==> config.mk <==
export PLATFORM = sky130hd
export DESIGN_NAME = ej32_prefetch
export DESIGN_NICKNAME = d
export VERILOG_FILES = /design/src/rtl/ej32_pkg.sv /design/src/rtl/ej32_pf_fifo.sv /design/src/rtl/ej32_prefetch.sv
export SDC_FILE = /design/constraint.sdc
export NUM_CORES = 1
export LEC_CHECK = 0
export ABC_AREA = 1
export CAP_MARGIN = 25
export CORE_ASPECT_RATIO = 1.5
export CORE_MARGIN = 2
export CORE_UTILIZATION = 39
export CTS_BUF_LIST = sky130_fd_sc_hd__clkbuf_2 sky130_fd_sc_hd__clkbuf_4 sky130_fd_sc_hd__clkbuf_8
export DETAILED_ROUTE_END_ITERATION = 10
export SLEW_MARGIN = 10
export SYNTH_ARGS = -nofsm -noshare
export SYNTH_HDL_FRONTEND = slang
export SYNTH_SLANG_ARGS = --single-unit
==> constraint.sdc <==
create_clock -name clk -period 3.7 [get_ports clk]
set_input_delay 0.37 -clock clk [delete_from_list [all_inputs] [get_ports clk]]
set_output_delay 0.37 -clock clk [all_outputs]
set_load 0.05 [all_outputs]
==> src/rtl/ej32_pkg.sv <==
// ej32 shared definitions used by the bytecode prefetch stage.
// Holds the IU address type, prefetch FIFO depth, ROM size and the
// prefetch FSM state encoding.
package ej32_pkg;

  // IU byte address type; the prefetch stage uses the same width.
  typedef logic [31:0] iu_addr_t;

  // Prefetch byte FIFO depth (power of 2, at least 4).
  localparam int PF_DEPTH = 8;

  // eForth image size in bytes; fetch addresses wrap modulo this.
  localparam int PF_ROM_SZ = 8192;

  // Prefetch fetch-engine states.
  typedef enum logic [1:0] {
    PF_IDLE = 2'd0,
    PF_FILL = 2'd1,
    PF_HOLD = 2'd2
  } pf_st_t;

endpackage

==> src/rtl/ej32_pf_fifo.sv <==
// Byte FIFO for the prefetch stage.
// Single write port at the tail, multi-byte pop (0..4) at the head, and a
// 4-byte big-endian peek window. Bytes beyond the current count read as 0.
// A flush clears pointers and count in one edge.
module ej32_pf_fifo
  import ej32_pkg::*;
#(
  parameter int DEPTH = PF_DEPTH
) (
  input  logic                   clk,
  input  logic                   rst,
  input  logic                   flush,
  input  logic                   wr_en,
  input  logic [7:0]             wr_d,
  input  logic [2:0]             pop_n,
  output logic [$clog2(DEPTH):0] cnt,
  output logic [$clog2(DEPTH):0] cnt_next,
  output logic [31:0]            win
);

  localparam int PW = $clog2(DEPTH);
  localparam int CW = PW + 1;

  logic [7:0]    mem_q [DEPTH];
  logic [PW-1:0] rd_ptr_q, rd_ptr_d;
  logic [PW-1:0] wr_ptr_q, wr_ptr_d;
  logic [CW-1:0] cnt_q, cnt_d;

  // Pointer/count next state; pointers wrap naturally at DEPTH.
  always_comb begin
    rd_ptr_d = rd_ptr_q + PW'(pop_n);
    wr_ptr_d = wr_ptr_q + PW'(wr_en);
    cnt_d    = cnt_q - CW'(pop_n) + CW'(wr_en);
    if (flush) begin
      rd_ptr_d = '0;
      wr_ptr_d = '0;
      cnt_d    = '0;
    end
  end

  // Pointer and count registers.
  always_ff @(posedge clk or negedge rst) begin
    if (!rst) begin
      rd_ptr_q <= '0;
      wr_ptr_q <= '0;
      cnt_q    <= '0;
    end else begin
      rd_ptr_q <= rd_ptr_d;
      wr_ptr_q <= wr_ptr_d;
      cnt_q    <= cnt_d;
    end
  end

  // Byte storage; contents need no reset because the window masks by count.
  always_ff @(posedge clk) begin
    if (wr_en && !flush) begin
      mem_q[wr_ptr_q] <= wr_d;
    end
  end

  // Peek window: byte gi is the gi-th oldest entry, or 0 if not present.
  for (genvar gi = 0; gi < 4; gi++) begin : g_win
    logic [PW-1:0] idx;
    assign idx = rd_ptr_q + PW'(gi);
    assign win[31-8*gi -: 8] = (CW'(gi) < cnt_q) ? mem_q[idx] : 8'h00;
  end

  assign cnt      = cnt_q;
  assign cnt_next = cnt_d;

endmodule

==> src/rtl/ej32_prefetch.sv <==
// ej32 bytecode prefetch stage.
// Drives the synchronous ROM address, captures the returned byte one cycle
// later into a byte FIFO and offers a 4-byte peek window to decode.
// Redirects flush the FIFO and drop any read still in flight.
// Optional: define EJ32_PF_STALL_CNT_EN to add a saturating 16-bit count of
// cycles in which the consumer asked for bytes but was refused.
module ej32_prefetch
  import ej32_pkg::*;
#(
  parameter int DEPTH  = PF_DEPTH,
  parameter int ASZ    = $bits(iu_addr_t),
  parameter int ROM_SZ = PF_ROM_SZ
) (
  input  logic                   clk,
  input  logic                   rst,
  input  logic                   jmp,
  input  logic [ASZ-1:0]         jmp_a,
  output logic [ASZ-1:0]         rom_a,
  input  logic [7:0]             rom_d,
  input  logic [2:0]             req_n,
  output logic                   ack,
  output logic [31:0]            q_w,
  output logic [$clog2(DEPTH):0] q_cnt,
  output logic [ASZ-1:0]         pc
`ifdef EJ32_PF_STALL_CNT_EN
  ,
  output logic [15:0]            stall_cnt
`endif
);

  localparam int CW = $clog2(DEPTH) + 1;
  localparam logic [ASZ-1:0] AMASK = ASZ'(ROM_SZ - 1);

  pf_st_t         state_q, state_d;
  logic [ASZ-1:0] rom_a_q, pc_q;
  logic           inflight_q;
  logic           issue;
  logic           fill;
  logic           space_d;
  logic [2:0]     pop_n;
  logic [CW-1:0]  cnt, cnt_next;

  // HOLD means the FIFO plus the in-flight read already fill DEPTH, so the
  // state register doubles as the registered space check. IDLE only lasts
  // one cycle after reset with an empty FIFO, so it issues like FILL.
  assign issue = (state_q != PF_HOLD) && !jmp;

  // Returned byte is kept unless a redirect discards it.
  assign fill = inflight_q && !jmp;

  // Combinational pop handshake; redirect wins over a same-cycle pop.
  assign ack   = (req_n != 3'd0) && (32'(req_n) <= 32'(cnt)) && !jmp;
  assign pop_n = ack ? req_n : 3'd0;

  // Room for another read once this edge's pop, fill and issue settle.
  assign space_d = (32'(cnt_next) + 32'(issue)) < 32'(DEPTH);

  // Next-state logic: leave IDLE at once, toggle FILL/HOLD on space,
  // and always restart filling on a redirect.
  always_comb begin
    state_d = state_q;
    case (state_q)
      PF_IDLE: state_d = PF_FILL;
      PF_FILL: state_d = space_d ? PF_FILL : PF_HOLD;
      PF_HOLD: state_d = space_d ? PF_FILL : PF_HOLD;
      default: state_d = PF_IDLE;
    endcase
    if (jmp) begin
      state_d = PF_FILL;
    end
  end

  // FSM, fetch address, byte-0 address and in-flight flag registers.
  always_ff @(posedge clk or negedge rst) begin
    if (!rst) begin
      state_q    <= PF_IDLE;
      rom_a_q    <= '0;
      pc_q       <= '0;
      inflight_q <= 1'b0;
    end else begin
      state_q    <= state_d;
      inflight_q <= issue;
      if (jmp) begin
        rom_a_q <= jmp_a & AMASK;
        pc_q    <= jmp_a & AMASK;
      end else begin
        if (issue) begin
          rom_a_q <= (rom_a_q + ASZ'(1)) & AMASK;
        end
        if (ack) begin
          pc_q <= (pc_q + ASZ'(req_n)) & AMASK;
        end
      end
    end
  end

  ej32_pf_fifo #(
    .DEPTH(DEPTH)
  ) u_fifo (
    .clk      (clk),
    .rst      (rst),
    .flush    (jmp),
    .wr_en    (fill),
    .wr_d     (rom_d),
    .pop_n    (pop_n),
    .cnt      (cnt),
    .cnt_next (cnt_next),
    .win      (q_w)
  );

  assign rom_a = rom_a_q;
  assign pc    = pc_q;
  assign q_cnt = cnt;

  // The peek window is 4 bytes wide, so larger requests are a consumer bug.
  assert property (@(posedge clk) disable iff (!rst) req_n <= 3'd4);

`ifdef EJ32_PF_STALL_CNT_EN
  logic [15:0] stall_q;

  // Count refused requests, saturating at all-ones.
  always_ff @(posedge clk or negedge rst) begin
    if (!rst) begin
      stall_q <= '0;
    end else if ((req_n != 3'd0) && !ack && !jmp && (stall_q != 16'hFFFF)) begin
      stall_q <= stall_q + 16'd1;
    end
  end

  assign stall_cnt = stall_q;
`endif

endmodule

==> impl_summary.txt <==
----------------------------------------------------
[Synth]
  Synthesized-area fraction occupied by xor and xnor cells ... 0.0285
  Number of distinct library cells after synthesis ... 45
  Fraction of the mapped netlist area in compound gates ... 0.103
  Post-synthesis adder-cell area fraction ... 0.0471
  Synthesis Warnings ... 0
  Post-Synth Simple-Gate Area ... 0.253
  Sequential area share after synthesis ... 0.423
  Mapped Cells ... 820
  Share of cell area taken by muxes after synthesis ... 0.0234
  Main combinational cell family by area after synthesis ... simple AND/OR/NAND/NOR gates
  Number of flip-flops and latches in the synthesized netlist ... 103
  Cell Area, Synth ... 6850 um^2
  Syn Area/Cell ... 8.35 um^2

[Cells and area]
  Final cell utilization of the core ... 0.469
  Antenna Cells ... 0
  Share of layout cells above drive strength 1 ... 0.102
  Fill cell total of the finished layout ... 1,731
  Synthesis-to-layout area growth ... 18.4%
  Nets@finish ... 979

[Worst setup path]
  R2r startpoint ... u_fifo.cnt[1]
  Startpoint types ... flip-flop
  Reg2Reg Setup Slack ... 660 ps
  Data arrival time at the worst-slack endpoint ... 2970 ps
  Required @ worst endpoint ... 3330 ps
  Critical path class ... reg -> out
  Maximum fanout along the worst path ... 16
  Cell-by-cell trace of the critical path ... inv_2 -> nor2_4 -> inv_1 -> o22ai_1 -> nor2_1 -> a21oi_2 -> clkdlybuf4s50_1
  R2r worst-path depth ... 23
  Destination of the worst register-to-register timing path ... state_q[0]
  Critical path's top delay family ... buffers and inverters
  Endpoint class of the critical path ... primary output
  Count of buffering cells on the critical path with inverters included ... 3
  Slowest Stage Delay on Critical Path ... 830 ps
  CP max-delay cell ... sky130_fd_sc_hd__dfrtp_1

[CTS]
  # hold bufs at CTS ... 1
  Worst-path clk slew ... 100 ps
  Insertion delay to the later sink of the worst-skew pair ... 370 ps
  Clock tree from TritonCTS ... done
  Number of buffers added for setup after CTS ... 0
  Number of CTS-inserted buffers ... 9
  Quantity of gates resized following cts ... 0
  Buffer type at the clock tree root ... sky130_fd_sc_hd__clkbuf_8
  Number of sinks handled by clock tree synthesis ... 103
  Maximum clock path buffer count ... 2
  Total number of H-tree levels ... 3

[Routing]
  DRT Pass-1 Iters ... 5
  Detail Route Antenna Nets ... 0
  Number of remaining DRC errors ... 0
  Vias ... 5,639
  Via density per instance ... 5.01
  Average wire per standard cell ... 16.1 um
  Iteration-0 DRC count of the detailed router ... 262
  Routed WL ... 18.2 mm

[Place]
  Final RePlAce weighted congestion ... 0.830
  Count of input and output buffers ... 89
  Detailed placer's ending HPWL ... 13.5 mm

[STA]
  Part of the cycle the worst path needs ... 0.902
  Clock tree skew after final layout ... 8.39 ps
  Pins over their slew limit ... 0
  Endpoints failing setup ... 0
  Setup repair after global routing missed its margin ... no
  Highest achievable clock rate ... 0.300 GHz
  Relative slew margins ... 0.507
  Total negative slack for setup checks ... 0 ps
  Final min period ... 3340 ps
  Measured slew at the worst slew-check pin ... 739 ps
  Hold violation total from the final report ... 0

[Pwr]
  Worst voltage drop across the vdd grid ... 0.000639 V
  Part of the power in the clock network ... 0.103
  Sw power ... 3.40 mW
  Switching power as a share of total power ... 0.525
  Sequential share of power ... 0.238
  Standby leakage power ... 3.49 nW
  Power per unit of standard cell area ... 798 nW/um^2
  Pint ... 3.07 mW
  Combinational share of power ... 0.659

[Floorplan]
  Starting density of the core ... 0.396
  Die Height ... 166 um
  Standard cell core area ... 17,300 um^2
  Width of the chip ... 112 um
  Count of boundary I/O pins ... 147
  Die outline area ... 18,700 um^2
  Floorplan row count ... 59

[GRT]
  Global route total overflow ... 0
  Antenna violations before repair ... 0
  Via count of the first global-routing pass ... 5,406
  Pin count of the biggest net entering global routing ... 64
  GRT Util Overall ... 0.195
  First-pass GRT wire length ... 28.2 mm

[Outcome]
  Outcome ... complete, no violations

[Hold path]
  Min-Delay Path Class ... in -> async

[Job]
  # Max-Cap Violations ... 0

----------------------------------------------------
[how the worst max path moves through the flow]
| stage | startpoint | end | slack [ps] | depth (start not counted) |
|---|---|---|---|---|
| final | u_fifo.rd_ptr_q[2] | q_w[25] | 360 | 7 |
| after global routing | u_fifo.rd_ptr_q[2] | q_w[25] | 210 | 7 |
| after CTS | u_fifo.rd_ptr_q[2] | q_w[25] | 340 | 7 |
| after detailed placement | req_n[1] | state_q[0] | 230 | 23 |
| after global placement | req_n[1] | state_q[0] | 270 | 23 |
| after floorplan | u_fifo.cnt[1] | state_q[0] | 410 | 24 |
[layer usage]
layer | track usage | up-vias | wire [um]
li1 | - | 2795 | -
met1 | 0.209 | 2628 | 6770
met2 | 0.376 | 179 | 9930
met3 | 0.0303 | 37 | 924
met4 | 0.0732 | 0 | 551
met5 | 0 | - | 0
[synth_stat cells, drive strengths merged]
master  instances  area, um^2
o221ai          2        17.5
or2             1        6.26
nand4           5        31.3
xor2           15         150
dfrtp          39         976
a21boi          1        7.51
nor3            4        31.3
nand3          54         290
o211ai         18         135
a41oi          13         181
ha             21         263
nor4            1        6.26
nand2b          1        6.26
conb            1        3.75
clkbuf          4        15.0
edfxtp         64        1920
mux2i          16         160
nand2         302        1160
inv            81         309
o21ai          41         205
o22ai           2        12.5
xnor2           3        45.1
o21bai          2        15.0
fa              3        60.1
nand3b          1        7.51
nor2           37         200
a21oi          25         133
buf            63         500
[flip-flops by register name, indices dropped and copies added (netlist names)]
signal / cells
u_fifo.cnt: 4
rom_a: 13
pc: 13
u_fifo.wr_ptr_q: 3
u_fifo.mem_q: 64
inflight_q: 1
u_fifo.rd_ptr_q: 3
state_q: 2
[final cells by class]
class	instances	area, um^2	share of cell area
multi-input combinational	606	3260	0.403
sequential	103	2900	0.358
timing repair buffer	108	1190	0.147
inverter	81	309	0.0381
tap	213	267	0.0329
clock buffer	9	124	0.0153
clock inverter	6	53.8	0.00664
[through the flow]
step           hold slack, ps  cells  area, um^2  setup WS [ps]  power [mW]
4_1_cts                   496   1126        8110            337        6.50
3_5_place_dp              380   1110        7920            229        5.82
6_report                  480   1126        8110            364        6.47
5_1_grt                   525   1126        8110            207        6.83
3_3_place_gp              375   1110        7920            272        5.80
2_1_floorplan            74.4    857        6990            414        4.36
[power groups by stage]
stage          combinational (mW)  clock [mW]  sequential, mW
4_1_cts                      4.28       0.684            1.54
3_5_place_dp                 4.26           0            1.56
6_report                     4.26       0.668            1.54
5_1_grt                      4.54       0.733            1.56
2_1_floorplan                2.53           0            1.83
3_3_place_gp                 4.24           0            1.56
[layout by cell type (no fill, tap or decap), types with 21 or more instances in the layout]
master                            instances
sky130_fd_sc_hd__a21oi_1                 23
sky130_fd_sc_hd__clkdlybuf4s50_1         72
sky130_fd_sc_hd__conb_1                  38
sky130_fd_sc_hd__dfrtp_1                 38
sky130_fd_sc_hd__edfxtp_1                64
sky130_fd_sc_hd__ha_1                    21
sky130_fd_sc_hd__inv_1                   72
sky130_fd_sc_hd__nand2_1                297
sky130_fd_sc_hd__nand3_1                 50
sky130_fd_sc_hd__nor2_1                  28
sky130_fd_sc_hd__o21ai_0                 30
[worst reg2reg max path, delay by kind of cell (launching register included)]
family	cells	cell delay, ps
adder cells (fa/ha/maj)	4	1170
AND/OR/NAND/NOR	14	990
flip-flops	1	410
buffers and inverters	4	240
AO/OA/AOI/OAI	1	110
[cell families after synthesis]
| family | after synthesis |
|---|---|
| compound gates | 104 |
| xor+xnor | 18 |
| fa+ha+maj | 24 |
| buf+inv | 148 |
| flops | 103 |
| mux | 16 |
| other cells | 1 |
| simple gates | 406 |
Power figures use the tool's default switching activity.
